### src/rtl/spi_register_bridge.sv
// SPI frame decoder: turns the secondary's byte stream into register-bank writes/reads
// and supplies the next MISO byte (status or read data) back to the shift register.
module spi_register_bridge #(
    parameter int DATA_BYTES = 4,
    parameter int ADDR_BITS  = 7
) (
    input  logic                    clk,
    input  logic                    rst_n,
    input  logic                    cs,
    input  logic                    word_ready,
    input  logic [7:0]              data_word_received,
    output logic [7:0]              data_word_to_send,
    output logic                    wr_valid,
    input  logic                    wr_ready,
    output logic [ADDR_BITS-1:0]    wr_addr,
    output logic [8*DATA_BYTES-1:0] wr_data,
    output logic                    rd_strobe,
    output logic [ADDR_BITS-1:0]    rd_addr,
    input  logic [8*DATA_BYTES-1:0] rd_data
);

    localparam int DW = 8 * DATA_BYTES;
    localparam int CW = 3;
    localparam logic [CW-1:0] LAST_CNT = CW'(DATA_BYTES);

    typedef enum logic [2:0] {
        ST_IDLE,
        ST_WR_DATA,
        ST_RD_TURN,
        ST_RD_DATA,
        ST_DONE
    } state_t;

    state_t                state_q, state_d;
    logic                  cs_meta_q, cs_sync_q, cs_prev_q;
    logic [CW-1:0]         cnt_q, cnt_d;
    logic [ADDR_BITS-1:0]  cmd_addr_q, cmd_addr_d;
    logic [DW-1:0]         wr_shift_q, wr_shift_d;
    logic [DW-1:0]         rd_buf_q, rd_buf_d;
    logic                  rd_capture_q;
    logic [7:0]            tx_q, tx_d;
    logic                  wr_valid_q, wr_valid_d;
    logic [ADDR_BITS-1:0]  wr_addr_q, wr_addr_d;
    logic [DW-1:0]         wr_data_q, wr_data_d;
    logic                  rd_strobe_q, rd_strobe_d;
    logic [ADDR_BITS-1:0]  rd_addr_q, rd_addr_d;
    logic                  overflow_q, overflow_d;
    logic                  frame_error_q, frame_error_d;

    logic                  deselect, byte_valid, flag_clr, ovf_set, ferr_set;
    logic [7:0]            status;
    logic [DW-1:0]         shift_in;

    // cs resets to "deselected" so reset release never looks like a frame end
    assign deselect   = cs_sync_q & ~cs_prev_q;
    assign byte_valid = word_ready & ~cs_sync_q;
    assign status     = {wr_valid_q, overflow_q, frame_error_q, 5'b0};
    assign shift_in   = (wr_shift_q << 8) | DW'(data_word_received);

    always_comb begin
        state_d       = state_q;
        cnt_d         = cnt_q;
        cmd_addr_d    = cmd_addr_q;
        wr_shift_d    = wr_shift_q;
        rd_buf_d      = rd_buf_q;
        tx_d          = tx_q;
        wr_valid_d    = wr_valid_q;
        wr_addr_d     = wr_addr_q;
        wr_data_d     = wr_data_q;
        rd_strobe_d   = 1'b0;
        rd_addr_d     = rd_addr_q;
        flag_clr      = 1'b0;
        ovf_set       = 1'b0;
        ferr_set      = 1'b0;

        if (wr_valid_q && wr_ready) begin
            wr_valid_d = 1'b0;
        end

        case (state_q)
            ST_IDLE: begin
                tx_d  = status;
                cnt_d = '0;
                if (byte_valid) begin
                    flag_clr   = 1'b1;
                    cmd_addr_d = data_word_received[ADDR_BITS-1:0];
                    if (data_word_received[7]) begin
                        state_d = ST_WR_DATA;
                        tx_d    = 8'h00;
                    end else begin
                        state_d     = ST_RD_TURN;
                        rd_strobe_d = 1'b1;
                        rd_addr_d   = data_word_received[ADDR_BITS-1:0];
                    end
                end
            end
            ST_WR_DATA: begin
                if (byte_valid) begin
                    wr_shift_d = shift_in;
                    cnt_d      = cnt_q + 3'd1;
                    tx_d       = 8'h00;
                    if (cnt_q + 3'd1 == LAST_CNT) begin
                        state_d = ST_DONE;
                        if (wr_valid_q) begin
                            ovf_set = 1'b1;
                        end else begin
                            wr_valid_d = 1'b1;
                            wr_addr_d  = cmd_addr_q;
                            wr_data_d  = shift_in;
                        end
                    end
                end
            end
            ST_RD_TURN: begin
                // cnt counts read bytes already handed to the shift register
                if (rd_capture_q) begin
                    tx_d     = rd_data[DW-1 -: 8];
                    rd_buf_d = rd_data << 8;
                    cnt_d    = 3'd1;
                end
                if (byte_valid) begin
                    if (cnt_q >= LAST_CNT) begin
                        state_d = ST_DONE;
                    end else begin
                        tx_d     = rd_buf_q[DW-1 -: 8];
                        rd_buf_d = rd_buf_q << 8;
                        cnt_d    = cnt_q + 3'd1;
                        state_d  = (cnt_q + 3'd1 == LAST_CNT) ? ST_DONE : ST_RD_DATA;
                    end
                end
            end
            ST_RD_DATA: begin
                if (byte_valid) begin
                    tx_d     = rd_buf_q[DW-1 -: 8];
                    rd_buf_d = rd_buf_q << 8;
                    cnt_d    = cnt_q + 3'd1;
                    if (cnt_q + 3'd1 == LAST_CNT) begin
                        state_d = ST_DONE;
                    end
                end
            end
            ST_DONE: begin
                if (byte_valid) begin
                    tx_d = 8'h00;
                end
            end
            default: begin
                state_d = ST_IDLE;
            end
        endcase

        if (deselect) begin
            state_d = ST_IDLE;
            cnt_d   = '0;
            if (state_q == ST_WR_DATA || state_q == ST_RD_TURN || state_q == ST_RD_DATA) begin
                ferr_set = 1'b1;
            end
        end

        overflow_d    = (overflow_q & ~flag_clr) | ovf_set;
        frame_error_d = (frame_error_q & ~flag_clr) | ferr_set;
    end

    always_ff @(posedge clk or negedge rst_n) begin
        if (!rst_n) begin
            state_q       <= ST_IDLE;
            cs_meta_q     <= 1'b1;
            cs_sync_q     <= 1'b1;
            cs_prev_q     <= 1'b1;
            cnt_q         <= '0;
            cmd_addr_q    <= '0;
            wr_shift_q    <= '0;
            rd_buf_q      <= '0;
            rd_capture_q  <= 1'b0;
            tx_q          <= 8'h00;
            wr_valid_q    <= 1'b0;
            wr_addr_q     <= '0;
            wr_data_q     <= '0;
            rd_strobe_q   <= 1'b0;
            rd_addr_q     <= '0;
            overflow_q    <= 1'b0;
            frame_error_q <= 1'b0;
        end else begin
            state_q       <= state_d;
            cs_meta_q     <= cs;
            cs_sync_q     <= cs_meta_q;
            cs_prev_q     <= cs_sync_q;
            cnt_q         <= cnt_d;
            cmd_addr_q    <= cmd_addr_d;
            wr_shift_q    <= wr_shift_d;
            rd_buf_q      <= rd_buf_d;
            rd_capture_q  <= rd_strobe_q;
            tx_q          <= tx_d;
            wr_valid_q    <= wr_valid_d;
            wr_addr_q     <= wr_addr_d;
            wr_data_q     <= wr_data_d;
            rd_strobe_q   <= rd_strobe_d;
            rd_addr_q     <= rd_addr_d;
            overflow_q    <= overflow_d;
            frame_error_q <= frame_error_d;
        end
    end

    assign data_word_to_send = tx_q;
    assign wr_valid          = wr_valid_q;
    assign wr_addr           = wr_addr_q;
    assign wr_data           = wr_data_q;
    assign rd_strobe         = rd_strobe_q;
    assign rd_addr           = rd_addr_q;

endmodule

### config.mk
export PLATFORM = sky130hd
export DESIGN_NAME = spi_register_bridge
export DESIGN_NICKNAME = d
export VERILOG_FILES = /design/src/rtl/spi_register_bridge.sv
export SDC_FILE = /design/constraint.sdc
export NUM_CORES = 1
export LEC_CHECK = 0
export CORE_ASPECT_RATIO = 0.6
export CORE_MARGIN = 2
export CORE_UTILIZATION = 49
export CTS_CLUSTER_SIZE = 16
export DETAILED_ROUTE_END_ITERATION = 8
export PLACE_DENSITY = 0.83
export SETUP_SLACK_MARGIN = 0.1
export SLEW_MARGIN = 10
export SYNTH_ARGS = -nofsm -noshare
export SYNTH_HDL_FRONTEND = slang
export SYNTH_SLANG_ARGS = --single-unit
### constraint.sdc
create_clock -name clk -period 3.45 [get_ports clk]
set_input_delay 0.345 -clock clk [delete_from_list [all_inputs] [get_ports clk]]
set_output_delay 0.345 -clock clk [all_outputs]
set_load 0.05 [all_outputs]
; Word-level counts from Yosys, hierarchy flattened
; Cells that the tools add are included.
[op_classes]
reduce_logical = 17
eq_ne = 12
muxes = 44
bitwise = 12
order_cmp = 1
n_addsub = 1
[op_table]
columns = cell, n
row1 = 32-bit 2-to-1 mux, 4
row2 = 32-bit one-hot mux with 2 select lines, 1
row3 = 8-bit 2-to-1 mux, 7
row4 = 3-bit 2-to-1 mux, 12
row5 = 32-bit by 8-bit bitwise OR with 32-bit output, 1
row6 = 8-bit one-hot mux with 4 select lines, 1
row7 = 1-bit 2-to-1 mux, 16
row8 = 3-bit one-hot mux with 4 select lines, 1
row9 = 3-bit one-hot mux with 3 select lines, 1
row10 = 2-bit AND reduction, 4
row11 = 4-bit nonzero test, 2
row12 = 3-bit by 2-bit == test with 1-bit output (second input constant), 2
row13 = 3-bit == test (second input constant), 2
row14 = 3-bit by 1-bit != test with 1-bit output (second input constant), 2
row15 = 3-bit != test (second input constant), 2
row16 = 3-bit AND reduction, 2
row17 = 1-bit inverter, 5
row18 = 5-bit AND reduction, 1
row19 = 1-bit AND, 4
row20 = 2-bit != test (second input constant), 2
row21 = 4-bit AND reduction, 1
row22 = 2-bit OR reduction, 2
row23 = 3-bit by 1-bit adder with 3-bit output (second input constant), 1
row24 = 3-bit by 1-bit == test with 1-bit output (second input constant), 1
row25 = 8 further kinds, 10
[word_totals]
wordCells = 104
ff_bits = 131
inputBits = 45

; Depth between registers and ports, before layout
; Gate-level depths: netlist (run 1).
[logic_depth]
depth_word = 7
mapped_depth = 7

; Worst setup path after synthesis (run 1)
; Ideal clock, no wire load.
[synth_timing]
path_kind = register -> register
from = register state_q[1]
to = register tx_q[5] (netlist: data_word_to_send[5])
n_path_buf = 1
arrival_ns = 1.774
synth_period_minus_slack_ns = 1.900
stages_incl_launch_ff = 6
setup_time_ns = 0.126
slack_ns = 1.550
required_time_ns = 3.324
path_cell_list = dfrtp_1 clkbuf_1 or4b_1 o211ai_1 o21ai_0 a221o_1
[synth_via]
elab_chain_cells = 4
elab_cells_between_ends = 11
cone_classes = eq/ne (6) / mux (1) / reduce/logical (4)
[synth_lines]
columns = item, line_no
row1 = from (decl), 34  ; state_t state_q, state_d;
row2 = from (signal assigned), 184  ; state_q <= state_d;
row3 = 3-bit by 1-bit == test with 1-bit output / 3-bit == test (equally long branches), 80  ; case (state_q)
row4 = 2-bit OR reduction (no source line), --
row5 = 2-bit by 1-bit != test with 1-bit output (no source line) / 4-bit nonzero test (equally long branches), --
row6 = 3-bit AND reduction (no source line), --
row7 = to (signal assigned), 193  ; tx_q <= tx_d;
row8 = to (decl), 41  ; logic [7:0] tx_q, tx_d;
; Parallel ways exist; a longest one is shown, timed or not.
; A chain may end at the register's enable or synchronous reset.

; Worst setup path after layout (run 1)
[layout_timing]
from = register state_q[0]
to = register rd_buf_q[11]
[layout_via]
elab_chain_cells = 3
elab_cells_between_ends = 6
cone_classes = eq/ne (3) / mux (1) / reduce/logical (2)
[layout_lines]
columns = item, line_no
row1 = 3-bit by 2-bit == test with 1-bit output, 80
row2 = 2-bit != test (no source line) / 2-bit nonzero test (equally long branches), --
row3 = 2-bit AND reduction (no source line), --
row4 = to (signal assigned), 191  ; rd_buf_q <= rd_buf_d;
row5 = to (decl), 39  ; logic [DW-1:0] rd_buf_q, rd_buf_d;
; Parallel ways exist; a longest one is shown, timed or not.

==> impl_metrics.csv, run 1 <==
group,metric,value,unit
timing,max_freq,367,MHz
floorplan,start_util,50.4,%
timing,fin_skew,12.5,ps
logic_synthesis,yosysWarnings,0,
setup_path,critPathMaxFanout,17,
detailed_routing,vias_per_cell,5.28,
finish,fin_util,65.9,%
setup_path,startpoint,"state_q[0]$_DFFE_PN0P_",
clock_network,ctsHoldBuffers,0,
logic_synthesis,synth_cells,487,
global_routing,antenna_found_initial,0,
timing,finalCritPeriodShare,79.0,%
pwr,ir_drop,489,uV
timing,tns,0,ps
timing,grt_setup_unrepaired,"false",
finish,drive_above_1_share,17.6,%
floorplan,die_area,0.0125,sq mm
clock_network,cts_tree,"yes",
logic_synthesis,post-synth-top-area-cell,"dfrtp_1",
setup_path,crit_required,3730,ps
setup_path,worst-r2r-setup-slack,730,ps
global_routing,overflow,0,
setup_path,worstSetupStartpointType,"register",
logic_synthesis,synth_fp_nets,536,
timing,max_slew_margin,28.6,%
pwr,power_density,686,mW/mm^2
logic_synthesis,synth_area_leaders,"dfrtp_1, mux2_2, mux2i_1",
logic_synthesis,synth_edf_count,0,
global_routing,grtUsageTotal,22.0,%
setup_path,critPathKind,"register to register",
timing,layout_min_cycle_time,2720,ps
logic_synthesis,ys_seq_area_share,57.7,%
clock_network,insertion_delay,410,ps
finish,nets,637,
pwr,design_power_total,0.00511,W
logic_synthesis,async_reset_ff_share,100,%
finish,area.growth.synth_to_final,30.8,%
timing,hold_viol,0,
detailed_routing,ant_nets,0,
logic_synthesis,synth_top_area_share,56.3,%
timing,final.setup.worst_slack,726,ps
setup_path,regToRegEndpoint,"rd_buf_q[11]$_DFFE_PN0P_",
finish,antenna_cells,0,
logic_synthesis,synth.distinct_cells,47,
logic_synthesis,synthesis.area,0.00569,sq mm
pwr,p_leak,3.38,nW
clock_network,htreeDepth,4,
floorplan,num_io_pins,101,
detailed_routing,num_vias,4020,
global_routing,grt_max_degree,68,
clock_network,clock_path_buffers,2,
detailed_routing,drtIter0Drc,317,
global_routing,grt_pass1_vias,4019,
placed_design,dp_slack,781,ps
setup_path,rr_worst_depth,5,
finish,seq_area,0.00328,sq mm
floorplan,core-area,0.0113,sq mm
clock_network,cts_made_buffers,17,
logic_synthesis,avgSynthCellArea,11.7,sq um
job,drv_cap,0,
placed_design,dp.cells,729,
clock_network,cts.repair.resized,0,
finish,fillers,824,
global_routing,grt_pass1_wl,21.1,mm
placed_design,globalplace.congestion,0.848,
setup_path,r2r-start,"state_q[0]$_DFFE_PN0P_",
status,status,"completed",
detailed_routing,drt-total-wl,12.9,mm
clock_network,cts.sink_count,131,
clock_network,path_clk_slew,60,ps
finish,finalNonFillerCells,761,
setup_path,end_kind,"register",
timing,maxSlewViolCount,0,
floorplan,fp.dieH,87.5,um
placed_design,post-dp-hpwl,8.65,mm
detailed_routing,drc_errors,0,
timing,setup_viol,0,
logic_synthesis,ys.flop_type,"dfrtp_1",
setup_path,cp.arrival,3010,ps
timing,tightest_slew,1070,ps
detailed_routing,firstDrtPassIters,4,
worst_hold_path,hold_class,"input port to asynchronous set/reset pin",
finish,multi_input_area,0.00226,sq mm
clock_network,post_cts_buffers,0,
placed_design,io_buffers,100,
floorplan,rows,30,
floorplan,die_x,143,um
clock_network,root_buffer,"clkbuf_16",
logic_synthesis,ys_seq_elements,131,
detailed_routing,wl_per_cell,16.9,um
placed cells by master (no fill, tap or decap), types with 2 or more instances in the layout:
cell             count
a21oi_1             29
a221o_1              3
a22o_1               6
a32o_1               4
buf_4                8
bufinv_16            3
clkbuf_16           17
clkdlybuf4s50_1     99
clkinv_2             5
clkinv_4             4
dfrtp_1            128
dfstp_2              3
ha_1                 4
inv_1                6
mux2_2              44
mux2_4              10
mux2i_1             30
nand2_1             80
nand2b_1            28
nand3_1              2
nor2_1              32
nor2b_1             12
nor3_1               2
o211ai_1             2
o21ai_0              6
o2bb2ai_1            6
o32ai_1              2
worst max path at each step:
stage	depth (start not counted)	end	slack, ps
global route	5	rd_buf_q[11]$_DFFE_PN0P_	580
floorplan	5	data_word_to_send[5]$_DFFE_PN0P_	1550
global placement	5	rd_addr[4]$_DFFE_PN0P_	850
detailed placement	5	rd_addr[4]$_DFFE_PN0P_	780
CTS	5	rd_buf_q[11]$_DFFE_PN0P_	760
finish	5	rd_buf_q[11]$_DFFE_PN0P_	730
routing by layer:
layer | GRT usage (%) | wire length (um) | up-vias
li1 | - | - | 1873
met1 | 32.3 | 6010 | 2014
met2 | 32.4 | 5930 | 118
met3 | 5.28 | 769 | 15
met4 | 7.47 | 159 | 0
met5 | 0 | 0 | -
cell usage after synthesis (10+ instances only):
| cell type | number |
|---|---|
| clkbuf_1 | 17 |
| nand2_1 | 80 |
| nor2b_1 | 12 |
| dfrtp_1 | 128 |
| a21oi_1 | 29 |
| mux2i_1 | 30 |
| nand2b_1 | 28 |
| mux2_4 | 10 |
| nor2_1 | 32 |
| mux2_2 | 44 |
cell type report:
type                       count  area share [%]
clock buffer                  19            5.95
inverter                       7           0.353
sequential                   131            44.1
multi-input combinational    323            30.4
tap                          160            2.69
timing repair buffer         108            14.4
clock inverter                13            2.14
report_power, final:
part / internal, W / switching, W
combinational: 0.000455 / 0.000639
clock: 0.00115 / 0.000668
sequential: 0.00192 / 0.000272
sequential cells by signal, summed over array words and instances, names as in the netlist, 3 cells and up:
register	flops
rd_buf_q	32
wr_data	32
wr_shift_q	24
data_word_to_send	8
cmd_addr_q	7
rd_addr	7
wr_addr	7
cnt_q	3
state_q	3
kinds of logic (layout without fill, tap and decap cells):
kind of cell	Yosys count	in the layout	share of synthesized area [%]
simple gates	167	167	14.0
buf+inv	33	147	2.62
flops	131	131	57.7
fa+ha+maj	4	4	0.880
mux	84	84	16.6
compound gates	67	67	8.09
xor+xnor	1	1	0.154
through the flow:
step                      hold WS, ps  area (sq um)
after floorplan                  49.4          5690
after global placement            347          6840
after detailed placement          350          6840
after CTS                        66.5          7440
after global routing              105          7440
final                            27.4          7440
critical path: stages (launching register included):
cell	delay, ps
dfrtp_1	650
clkinv_1	370
o21ai_2	900
buf_4	360
mux2i_1	220
a21oi_1	90
Power figures use the tool's default switching activity.
==> run 2, diff against run 1 <==
--- a/config.mk
+++ b/config.mk
@@ -7,10 +7,10 @@
 export LEC_CHECK = 0
 export CORE_ASPECT_RATIO = 0.6
 export CORE_MARGIN = 2
-export CORE_UTILIZATION = 49
+export CORE_UTILIZATION = 48
 export CTS_CLUSTER_SIZE = 16
 export DETAILED_ROUTE_END_ITERATION = 8
-export PLACE_DENSITY = 0.83
+export PLACE_DENSITY = 0.85
 export SETUP_SLACK_MARGIN = 0.1
 export SLEW_MARGIN = 10
 export SYNTH_ARGS = -nofsm -noshare
==> constraint.sdc (replaced) <==
create_clock -name clk -period 2.3 [get_ports clk]
set_input_delay 0.23 -clock clk [delete_from_list [all_inputs] [get_ports clk]]
set_output_delay 0.23 -clock clk [all_outputs]
set_load 0.05 [all_outputs]
==> run 2 against run 1 <==
Effect of this change:
- combinational power up 58%
- non-clock buffer count up 14
- flip-flop and latch count unchanged
- maximum frequency up 35%
- clock skew up 4.4 ps
- cell area up 2.0%
- wire length up 7.9%
- global-route usage up 0.86 points
- clock power up 50%
==> impl_metrics.csv, run 2 (synthesized netlist as in run 1, its figures left out) <==
group,metric,value,unit
global_routing,met2_usage,32.4,%
setup_path,rr_worst_depth,4,
setup_path,cp_cell_sequence,"or4b_1 -> o211ai_1 -> o21ai_0 -> a221o_1",
global_routing,grt_max_degree,53,
global_routing,met1_usage,34.1,%
global_routing,grtUsageTotal,22.9,%
finish,nets,651,
pwr,p_leak,3.44,nW
clock_network,insertion_delay,430,ps
setup_path,slowest_delay,650,ps
floorplan,start_util,49.9,%
setup_path,critPathMaxFanout,12,
detailed_routing,num_vias,4159,
placed_design,dpl_cell_area,0.00699,sq mm
finish,drive_above_1_share,19.5,%
placed_design,io_buffers,100,
finish,final_common_cell,"dfrtp_1",
setup_path,worstSetupStartpointType,"register",
timing,finalCritPeriodShare,87.5,%
clock_network,cts.sink_count,131,
setup_path,r2r-start,"state_q[1]$_DFFE_PN0P_",
global_routing,grt_pass1_wl,22.0,mm
detailed_routing,wl_per_cell,17.9,um
timing,fin_skew,16.9,ps
pwr,power_density,1020,mW/mm^2
timing,layout_min_cycle_time,2010,ps
floorplan,fp.dieH,88.3,um
floorplan,num_io_pins,101,
setup_path,cp_slowest_cell,"or4b_1",
global_routing,overflow,0,
finish,area.growth.synth_to_final,33.4,%
detailed_routing,firstDrtPassIters,5,
timing,tns,0,ps
placed_design,globalplace.congestion,0.865,
pwr,design_power_total,0.00775,W
global_routing,grt-busiest-layer,"met1",
setup_path,cp.arrival,2330,ps
floorplan,rows,30,
timing,max_slew_margin,60.9,%
finish,antenna_cells,0,
status,status,"completed",
clock_network,clock_path_buffers,2,
clock_network,root_buffer,"clkbuf_16",
detailed_routing,vias_per_cell,5.37,
global_routing,grt_pass1_vias,4131,
clock_network,htreeDepth,4,
floorplan,die_x,145,um
worst_hold_path,hold_depth,1,
timing,tightest_slew,585,ps
timing,grt_setup_unrepaired,"false",
clock_network,post_cts_buffers,0,
clock_network,path_clk_slew,70,ps
detailed_routing,drt-total-wl,13.9,mm
timing,setup_viol,0,
finish,design_area,0.00759,sq mm
global_routing,grt_use_met3,7.47,%
setup_path,crit_required,2620,ps
detailed_routing,drc_errors,0,
timing,hold_viol,0,
clock_network,cts.repair.resized,0,
detailed_routing,drtIter0Drc,369,
global_routing,antenna_found_initial,0,
worst_hold_path,worstHoldEndpoint,"cs_meta_q$_DFF_PN1_",
timing,maxSlewViolCount,0,
setup_path,regToRegEndpoint,"data_word_to_send[5]$_DFFE_PN0P_",
placed_design,post-dp-hpwl,9.42,mm
pwr,ir_drop,865,uV
worst_hold_path,hold_class,"input port to register",
detailed_routing,ant_nets,0,
setup_path,worst-r2r-setup-slack,290,ps
clock_network,cts_made_buffers,17,
finish,final_cell_mix,"dfrtp_1, clkdlybuf4s50_1, nand2_1, mux2_2, nor2_1",
finish,fillers,839,
job,drv_cap,0,
timing,max_freq,497,MHz
floorplan,core-area,0.0114,sq mm
floorplan,die_area,0.0128,sq mm
setup_path,critPathKind,"register to register",
worst_hold_path,min-delay-start,"cs",
setup_path,end_kind,"register",
clock_network,cts_tree,"yes",
-- run 2: cell count changes in the layout (fill, tap and decap cells not counted), moves of 2 or more --
cell	change
clkinv_4	-2
buf_12	+4
inv_6	+4
clkinv_2	-5
buf_4	+9
clkinvlp_4	+5
-- run 2: worst max-delay path by stage --
| stage | startpoint | to | slack [ps] |
|---|---|---|---|
| 2_1_floorplan | state_q[1]$_DFFE_PN0P_ | data_word_to_send[5]$_DFFE_PN0P_ | 400 |
| 5_1_grt | state_q[1]$_DFFE_PN0P_ | rd_buf_q[19]$_DFFE_PN0P_ | 180 |
| 3_5_place_dp | word_ready | data_word_to_send[6]$_DFFE_PN0P_ | 100 |
| 6_report | state_q[1]$_DFFE_PN0P_ | data_word_to_send[5]$_DFFE_PN0P_ | 290 |
| 4_1_cts | state_q[1]$_DFFE_PN0P_ | data_word_to_send[5]$_DFFE_PN0P_ | 320 |
| 3_3_place_gp | word_ready | data_word_to_send[6]$_DFFE_PN0P_ | 160 |
-- run 2: layout make-up --
cell class	count	area (sq um)	area share, %
Sequential cell	131	3280	43.2
Multi-Input combinational cell	323	2260	29.8
Timing Repair Buffer	122	1230	16.2
Clock buffer	17	425	5.60
Tap cell	160	200	2.64
Clock inverter	15	170	2.24
Inverter	7	26.3	0.346
-- run 2: routing by layer --
metal | up-vias | wire length [um] | part of all wire, %
met1 | 2085 | 6740 | 49
met2 | 146 | 6020 | 43
met3 | 13 | 970 | 7.0
li1 | 1915 | - | -
met4 | 0 | 160 | 1.2
met5 | - | 0 | 0
-- run 2: worst max-delay path: cells and delay by family, from the launching register on --
| kind | cells | cell delay [ps] |
|---|---|---|
| AO/OA/AOI/OAI | 3 | 720 |
| flip-flops | 1 | 540 |
| AND/OR/NAND/NOR | 1 | 650 |
-- run 2: timing repair --
action | CTS | global route
hold endpoints to repair | 33 | 0
hold buffers | 1 | 0
endpoints found under the setup margin | 0 | 0
-- run 2: metrics by stage --
stage | hold slack (ps) | utilization (%) | setup WS, ps | instances
after floorplan | -65.6 | - | 400 | 487
after global routing | 249 | 66.5 | 176 | 775
after global placement | 224 | 61.2 | 164 | 742
after detailed placement | 236 | 61.2 | 101 | 742
after CTS | 253 | 66.5 | 320 | 775
final | 250 | 66.5 | 287 | 775
-- run 2: power breakdown --
group / switching [W] / leakage (nW) / total [W] / internal (W)
registers: 0.000426 / 1.67 / 0.00330 / 0.00288
clock network: 0.00111 / 0.275 / 0.00273 / 0.00162
logic: 0.000999 / 1.49 / 0.00172 / 0.000720
==> run 3, diff against run 2 <==
--- a/config.mk
+++ b/config.mk
@@ -11,7 +11,7 @@
 export CTS_CLUSTER_SIZE = 16
 export DETAILED_ROUTE_END_ITERATION = 8
 export PLACE_DENSITY = 0.85
-export SETUP_SLACK_MARGIN = 0.1
+export SETUP_SLACK_MARGIN = 0.3
 export SLEW_MARGIN = 10
 export SYNTH_ARGS = -nofsm -noshare
 export SYNTH_HDL_FRONTEND = slang
==> run 3 against run 2 <==
Effect of this change:
- sequential power is essentially flat
- power is essentially flat
- utilization grew 0.25 points
- sequential share of layout area shrank 0.13 points
- die area is the same
- clock skew shrank 1.8 ps
- non-clock buffer count grew 2
==> impl_metrics.csv, run 3 (synthesized netlist as in run 1, its figures left out) <==
group,metric,value,unit
pwr,pwr-share-clk,35.1,%
global_routing,grt_pass1_vias,4131,
placed_design,post-dp-hpwl,9.42,mm
global_routing,grt_pass1_wl,22.0,mm
detailed_routing,wl_per_cell,17.9,um
floorplan,rows,30,
finish,antenna_cells,0,
setup_path,crit_required,2070,ps
setup_path,slowest_delay,850,ps
timing,grt_setup_unrepaired,"false",
pwr,switching_share,32.7,%
setup_path,end_kind,"output pin",
detailed_routing,drc_errors,0,
setup_path,critPathMaxFanout,4,
floorplan,die_area,0.0128,sq mm
timing,finalCritPeriodShare,84.6,%
placed_design,globalplace.congestion,0.865,
global_routing,grt-busiest-layer,"met1",
setup_path,cp.arrival,1720,ps
worst_hold_path,hold_class,"input port to register",
finish,final_cell_mix,"dfrtp_1, clkdlybuf4s50_1, nand2_1, mux2_2, nor2_1",
pwr,p_leak,3.44,nW
timing,fin_skew,15.1,ps
detailed_routing,num_vias,4199,
clock_network,path_clk_slew,60,ps
pwr,net-switching-power,0.00253,W
timing,hold_viol,0,
setup_path,worst-path-buf-inv,1,
pwr,p_comb_share,22.4,%
pwr,power_density,1020,mW/mm^2
placed_design,io_buffers,100,
setup_path,worstSetupStartpointType,"register",
timing,tns,0,ps
setup_path,critPathKind,"register to output pin",
floorplan,start_util,49.9,%
status,status,"completed",
timing,tightest_slew,586,ps
finish,nets,653,
detailed_routing,firstDrtPassIters,5,
finish,final_common_cell,"dfrtp_1",
global_routing,grtUsageTotal,22.9,%
clock_network,cts_tree,"yes",
global_routing,met1_usage,34.1,%
timing,max_freq,514,MHz
setup_path,cp_slowest_cell,"clkdlybuf4s50_1",
placed_design,dp.cells,742,
setup_path,cp_cell_sequence,"clkdlybuf4s50_1",
setup_path,cpLargestDelayFamily,"buffers and inverters",
global_routing,overflow,0,
job,drv_cap,0,
floorplan,num_io_pins,101,
timing,max_slew_margin,60.8,%
clock_network,cts_made_buffers,17,
clock_network,root_buffer,"clkbuf_16",
timing,final.setup.worst_slack,354,ps
placed_design,dp_slack,101,ps
pwr,p_seq_share,42.5,%
finish,finalNonFillerCells,777,
timing,setup_viol,0,
clock_network,insertion_delay,430,ps
global_routing,met2_usage,32.4,%
detailed_routing,vias_per_cell,5.40,
timing,layout_min_cycle_time,1950,ps
clock_network,clock_path_buffers,2,
timing,maxSlewViolCount,0,
timing,hold_ws,253,ps
detailed_routing,drt-total-wl,13.9,mm
pwr,ir_drop,865,uV
floorplan,fp.dieH,88.3,um
detailed_routing,drtIter0Drc,350,
global_routing,grt_max_degree,53,
pwr,p_int,0.00522,W
global_routing,grt_use_met3,7.47,%
clock_network,cts.sink_count,131,
finish,drive_above_1_share,20.3,%
global_routing,antenna_found_initial,0,
floorplan,die_x,145,um
floorplan,core-area,0.0114,sq mm
detailed_routing,ant_nets,0,
finish,area.growth.synth_to_final,33.9,%
clock_network,htreeDepth,4,
## run 3: changes by cell type in the layout (fill, tap and decap cells not counted), sizes merged
| cell | change |
|---|---|
| clkinvlp | +1 |
| buf | +2 |
| clkinv | -1 |
## run 3: layout make-up
cell class / instances / area (sq um)
Sequential cell: 131 / 3280
Inverter: 7 / 30.0
Fill cell: 835 / 3790
Tap cell: 160 / 200
Clock buffer: 17 / 425
Timing Repair Buffer: 124 / 1240
Clock inverter: 15 / 170
Multi-Input combinational cell: 323 / 2270
## run 3: per-layer routing
| layer | vias to the layer above | routed length, um |
|---|---|---|
| met4 | 0 | 170 |
| met2 | 156 | 6050 |
| met3 | 20 | 993 |
| li1 | 1921 | - |
| met5 | - | 0 |
| met1 | 2102 | 6670 |
## run 3: power groups by stage
stage          combinational [W]  sequential [W]  clock [W]
2_1_floorplan           0.000774         0.00354          0
3_3_place_gp             0.00165         0.00329          0
3_5_place_dp             0.00171         0.00332          0
4_1_cts                  0.00173         0.00329    0.00274
5_1_grt                  0.00189         0.00336    0.00286
6_report                 0.00174         0.00330    0.00272
## run 3: what timing repair did
| action | CTS | global route |
|---|---|---|
| buffers inserted | 0 | 2 |
| hold endpoints to repair | 33 | 0 |
| endpoints found under the setup margin | 0 | 65 |
| resized for setup | 0 | 4 |
| hold buffers | 1 | 0 |
## run 3: through the flow
step,cell area (sq um),total power [W],utilization [%]
6_report,7620,0.00776,66.8
5_1_grt,7620,0.00810,66.8
4_1_cts,7590,0.00776,66.5
3_5_place_dp,6990,0.00503,61.2
3_3_place_gp,6990,0.00494,61.2
2_1_floorplan,5690,0.00431,-
## run 3: worst paths after layout
check	cells past startpoint	slack, ps	endpoint	start
max	1	350	wr_valid	wr_valid$_DFF_PN0_
min in group asynchronous	2	310	data_word_to_send[3]$_DFFE_PN0P_	rst_n
max in group asynchronous	3	1270	cs_meta_q$_DFF_PN1_	rst_n
min reg2reg	0	370	cs_sync_q$_DFF_PN1_	cs_meta_q$_DFF_PN1_
max reg2reg	5	380	wr_data[8]$_DFFE_PN0P_	state_q[2]$_DFFE_PN0P_
min	1	250	cs_meta_q$_DFF_PN1_	cs
